File: src/rtl/scroll_pkg.sv
// Shared constants for the scrolling test-pattern engine.
// Mode encodings and default widths.
package scroll_pkg;

  localparam int CW_DEF      = 10;
  localparam int SPEED_W_DEF = 4;

  typedef enum logic [1:0] {
    MODE_STRIPES = 2'd0,
    MODE_CHECKER = 2'd1,
    MODE_DIAG    = 2'd2,
    MODE_BARS    = 2'd3
  } mode_e;

endpackage

File: src/rtl/sync_edge_detect.sv
// Registers a sync line and flags entry into its asserted level.
// Register resets to the idle level so no edge fires out of reset.
module sync_edge_detect #(
  parameter bit ACTIVE_LOW = 1'b1
) (
  input  logic clk,
  input  logic rst_n,
  input  logic sig,
  output logic sig_q,
  output logic tick
);

  localparam logic IDLE = ACTIVE_LOW ? 1'b1 : 1'b0;

  // Previous-cycle copy of the sync line
  always_ff @(posedge clk or negedge rst_n) begin
    if (!rst_n) sig_q <= IDLE;
    else        sig_q <= sig;
  end

  assign tick = (sig != IDLE) && (sig_q == IDLE);

endmodule

File: src/rtl/scroll_pattern_engine.sv
// Scrolling colour-pattern generator, one offset step per frame.
// Optional: SCROLL_AUTO_CYCLE_EN rotates the mode every AUTO_FRAMES frames.
module scroll_pattern_engine
  import scroll_pkg::*;
#(
  parameter int CW               = CW_DEF,
  parameter int SPEED_W          = SPEED_W_DEF,
  parameter int VSYNC_ACTIVE_LOW = 1,
  parameter int AUTO_FRAMES      = 256
) (
  input  logic               clk,
  input  logic               rst_n,
  input  logic               hsync_in,
  input  logic               vsync_in,
  input  logic               active_in,
  input  logic [9:0]         pix_x,
  input  logic [9:0]         pix_y,
  input  logic [1:0]         mode_sel,
  input  logic [SPEED_W-1:0] speed,
  input  logic               dir,
  input  logic               pause,
  output logic [1:0]         r,
  output logic [1:0]         g,
  output logic [1:0]         b,
  output logic               hsync_out,
  output logic               vsync_out,
  output logic               frame_tick,
  output logic [1:0]         mode_out
);

  localparam bit    ALOW = (VSYNC_ACTIVE_LOW != 0);
  localparam logic  IDLE = ALOW ? 1'b1 : 1'b0;

  if (CW < 10) begin : g_bad_cw
    $error("CW must be at least 10");
  end
  if (AUTO_FRAMES < 1) begin : g_bad_af
    $error("AUTO_FRAMES must be at least 1");
  end

  logic          tick;
  logic [CW-1:0] offset;
  mode_e         mode;
  logic [9:0]    mx;
  logic [9:0]    d;
  logic [5:0]    rgb_n;

  sync_edge_detect #(
    .ACTIVE_LOW(ALOW)
  ) u_vs_edge (
    .clk  (clk),
    .rst_n(rst_n),
    .sig  (vsync_in),
    .sig_q(vsync_out),
    .tick (tick)
  );

  assign mode_out = mode;
  assign mx = pix_x + offset[9:0];
  assign d  = mx + pix_y;

  // Pixel colour for the current mode and offset
  always_comb begin
    rgb_n = '0;
    unique case (1'b1)
      (mode == MODE_STRIPES):
        rgb_n = {mx[5], pix_y[2], mx[6], pix_y[2],
                 mx[7], pix_y[5]};
      (mode == MODE_CHECKER):
        rgb_n = {6{mx[5] ^ pix_y[5]}};
      (mode == MODE_DIAG):
        rgb_n = {d[6:5], d[7:6], d[8:7]};
      (mode == MODE_BARS):
        rgb_n = {mx[9:8], pix_y[8:7], offset[7:6]};
    endcase
    if (!active_in) rgb_n = '0;
  end

  // Colour and hsync pipeline, one cycle
  always_ff @(posedge clk or negedge rst_n) begin
    if (!rst_n) begin
      {r, g, b} <= '0;
      hsync_out <= IDLE;
    end else begin
      {r, g, b} <= rgb_n;
      hsync_out <= hsync_in;
    end
  end

  // Per-frame offset step and tick pulse
  always_ff @(posedge clk or negedge rst_n) begin
    if (!rst_n) begin
      offset     <= '0;
      frame_tick <= 1'b0;
    end else begin
      frame_tick <= tick;
      if (tick && !pause) begin
        if (dir) offset <= offset - CW'(speed);
        else     offset <= offset + CW'(speed);
      end
    end
  end

`ifdef SCROLL_AUTO_CYCLE_EN
  localparam int AW = $clog2(AUTO_FRAMES + 1);
  logic [AW-1:0] frame_cnt;

  // Mode rotates after AUTO_FRAMES ticks
  always_ff @(posedge clk or negedge rst_n) begin
    if (!rst_n) begin
      frame_cnt <= '0;
      mode      <= MODE_STRIPES;
    end else if (tick) begin
      if (frame_cnt == AW'(AUTO_FRAMES - 1)) begin
        frame_cnt <= '0;
        mode      <= mode_e'(mode + 2'd1);
      end else begin
        frame_cnt <= frame_cnt + 1'b1;
      end
    end
  end
`else
  // Mode follows mode_sel, latched once per frame
  always_ff @(posedge clk or negedge rst_n) begin
    if (!rst_n)    mode <= MODE_STRIPES;
    else if (tick) mode <= mode_e'(mode_sel);
  end
`endif

endmodule

File: config.mk
export PLATFORM = sky130hd
export DESIGN_NAME = scroll_pattern_engine
export DESIGN_NICKNAME = d
export VERILOG_FILES = /design/src/rtl/scroll_pkg.sv /design/src/rtl/sync_edge_detect.sv /design/src/rtl/scroll_pattern_engine.sv
export SDC_FILE = /design/constraint.sdc
export NUM_CORES = 1
export LEC_CHECK = 0
export CAP_MARGIN = 40
export CORE_AREA = 2 2 57 100
export DETAILED_ROUTE_END_ITERATION = 6
export DIE_AREA = 0 0 59 102
export PLACE_DENSITY = 0.68
export SETUP_SLACK_MARGIN = 0.4
export SYNTH_ARGS = -nofsm -noshare
export SYNTH_HDL_FRONTEND = slang
export SYNTH_HIERARCHICAL = 1
export SYNTH_SLANG_ARGS = --single-unit
File: constraint.sdc
create_clock -name clk -period 3.23 [get_ports clk]
set_clock_uncertainty 0.05 [all_clocks]
set_input_delay 0.646 -clock clk [delete_from_list [all_inputs] [get_ports clk]]
set_output_delay 0.646 -clock clk [all_outputs]
set_load 0.05 [all_outputs]
==> flow_metrics.tcl <==
set metrics [dict create \
    status "finished clean" \
    power_density_nw_per_um2 1040 \
    synth-seq-cells 21 \
    power_w 0.00321 \
    numClockSinks 21 \
    arrival_ps 3120 \
    finalHoldViolCount 0 \
    ir_drop_uv 434 \
    ctsHtreeMaxLevel 1 \
    syn_to_final_growth_pct 56.8 \
    slew-limit-headroom_pct 66.3 \
    hold_path.class "reg -> reg" \
    syn_area_per_cell_um2 8.86 \
    drtIter0Drc 48 \
    viasPerCell 5.25 \
    grt_pass1_wl_um 8080 \
    fp.coreArea_um2 5170 \
    pwr-share-seq_pct 14.3 \
    holdWs_ps 439 \
    clkSlewWorstSetupHoldPaths_ps 80 \
    crit_path_end_kind "flip-flop" \
    yosysSeqAreaShare_pct 26.7 \
    fmax_mhz 336 \
    cp-startpoint "pix_x[0]" \
    internal_power_w 0.00178 \
    synthFlopType "dfrtp_1" \
    yosysMostFrequentCell "ha_1" \
    fin_nets 379 \
    route.detailed.drc 0 \
    dieArea_um2 6020 \
    fin_setup_tns_ps 0 \
    setup_viol 0 \
    finalCritPeriodShare_pct 92.2 \
    synth_top_area_cell "dfrtp_1" \
    port_buffers 42 \
    overflow 0 \
    setup_slack_ps 253 \
    layout-drive-gt1-share_pct 36.5 \
    grt_pass1_vias 2029 \
    leakagePower_nw 1.41 \
    synth_edf_count 0 \
    grt_max_degree 20 \
    ioPinCount 44 \
    cts_made_buffers 3 \
    clockBufferDepth 2 \
    critPathMaxStageDelay_ps 380 \
    worst_r2r_endpoint "b[1]$_DFF_PN0_" \
    cp_cell_sequence "buf_6 > ha_4 > inv_2 > fa_2 > nor2b_4 > o2111ai_2 > nand2_1 > nor2_2 > xnor2_2 > ha_2 > or3_1 > or3_1 > nand3_2 > xnor2_1 > nand2_1 > a21boi_1" \
    antenna_found_initial 0 \
    fillers 453 \
    synthCells 223 \
    clock_latency_ps 270 \
    root_buffer "clkbuf_8" \
    ys_top_cells_by_area "dfrtp_1 24%, ha_1 18%, xnor2_1 7.1%" \
    cts_tree "yes" \
    die_x_um 59 \
    place_congestion 0.862 \
    yosysWarnings 6 \
    swShare_pct 44.4 \
    row_count 35 \
    num_vias 1943 \
    start_kind "input port" \
    r2r_cells 15 \
    wl_per_cell_um 13.7 \
    fin_crit_ps 2980 \
    final_cell_area_um2 3100 \
    crit_end "b[1]$_DFF_PN0_" \
    antenna-diode-count 0 \
    fp.dieH_um 102 \
    cp_num_cells 16 \
    regToRegSetupSlack_ps 270 \
    dpl-instance-area_um2 2760 \
    path_buf_inv 2 \
    worst_slew_pin_slew_ps 503 \
    syn_nets 286 \
    dr.pass1.iters 4 \
    p_sw_w 0.00143 \
    pre_cts_ws_ps -524 \
    drv_cap 0 \
    slowest_stage "fa_2" \
    async_flop_share_pct 100 \
    synth_top_area_share_pct 24.1 \
    r2r_start "offset[0]$_DFFE_PN0P_" \
    cp_max_fo 3 \
    ant_nets 0 \
    drt-total-wl_um 5060 \
    crit_type "in -> reg" \
    seq_area_um2 529 \
    grt_setup_unrepaired "true" \
    ys_types 44 \
    cp_data_required_time_ps 3380 \
    multi_input_area_um2 1610 \
    slew_violations 0 \
    p_clk_share_pct 5.5 \
    p_comb_share_pct 80.2 \
    synth_common_cells "28 x ha_1, 19 x dfrtp_1, 18 x nand2_1" \
    crit_family "simple AND/OR/NAND/NOR gates" \
    grt_util_all_layers_pct 17.4 \
    start_util_pct 38.2 \
    synth.cell_area_um2 1980 \
    hpwl_um 3940 \
]
layout make-up:
type,instances,area share [%]
multi-input combinational,183,52.0
timing repair buffer,93,25.5
clock buffer,3,1.33
tap,55,2.22
sequential,21,17.1
inverter,14,1.70
clock inverter,1,0.162
metrics by stage:
stage | utilization (%) | std cells
after floorplan | - | 223
after global placement | 53.2 | 352
after detailed placement | 53.5 | 353
after CTS | 58.5 | 365
after global routing | 60.0 | 370
final | 60.0 | 370
state kept, by name, summed over array words and instances, names as in the netlist:
signal and flops:
offset 10, b 2, g 2, mode_out 2, r 2, frame_tick 1, hsync_out 1, u_vs_edge/sig_q 1
layer usage:
layer	routed length [µm]	track usage (%)	vias up
li1	-	-	989
met1	1720	15.1	913
met2	3060	36.7	30
met3	96	1.27	11
met4	179	9.09	0
met5	0	0	-
cell families (layout without fill, tap and decap cells):
group	after synthesis	after routing	share of synthesized area, %
buf+inv	19	111	3.61
compound gates	66	66	22.0
flops	21	21	26.7
xor+xnor	21	21	9.31
fa+ha+maj	30	30	19.8
mux	6	6	3.29
simple gates	60	60	15.3
power groups by stage:
stage | Sequential (W) | Clock (W) | Combinational (W)
CTS | 0.000463 | 0.000181 | 0.00238
detailed placement | 0.000456 | 0 | 0.00209
global route | 0.000476 | 0.000183 | 0.00280
finish | 0.000458 | 0.000177 | 0.00257
global placement | 0.000451 | 0 | 0.00205
floorplan | 0.000566 | 0 | 0.00128
worst register-to-register path: cells and delay by family (launching register included):
family	cells	cell delay, ps
XOR/XNOR	2	260
buffers and inverters	1	30
adder cells (fa/ha/maj)	3	730
flip-flops	1	400
AND/OR/NAND/NOR	7	1150
AO/OA/AOI/OAI	2	260
worst min path at each step:
stage	start	to	slack, ps	depth (start not counted)
2_1_floorplan	rst_n	b[0]$_DFF_PN0_	300	0
3_3_place_gp	offset[9]$_DFFE_PN0P_	offset[9]$_DFFE_PN0P_	420	1
3_5_place_dp	offset[9]$_DFFE_PN0P_	offset[9]$_DFFE_PN0P_	430	1
4_1_cts	offset[9]$_DFFE_PN0P_	offset[9]$_DFFE_PN0P_	440	1
5_1_grt	offset[9]$_DFFE_PN0P_	offset[9]$_DFFE_PN0P_	470	1
6_report	offset[9]$_DFFE_PN0P_	offset[9]$_DFFE_PN0P_	440	1
timing repair:
item / in CTS / in global routing
resized for setup: 53 / 17
setup buffers: 8 / 5
hold buffers: 0 / 0
pin swaps: 39 / 31
endpoints found under the setup margin: 10 / 9
layout by cell type, fill, tap and decap left out, drive strengths merged, types with 2 or more instances in the layout:
master,instances
a21boi,4
nand2,18
fa,2
nor3,7
o32ai,2
clkbuf,6
ha,28
a31oi,5
and3,2
o21a,4
o21bai,2
a21o,5
o2111ai,3
mux2,4
o21ai,19
mux2i,2
dfrtp,19
o31ai,2
dfstp,2
dlygate4sd2,5
a21oi,15
or3,3
inv,14
nand2b,2
xor2,5
or2,3
nor2b,4
buf,54
clkdlybuf4s50,30
xnor2,16
nor2,10
nand3,7
(Power assumes the default switching activity.)
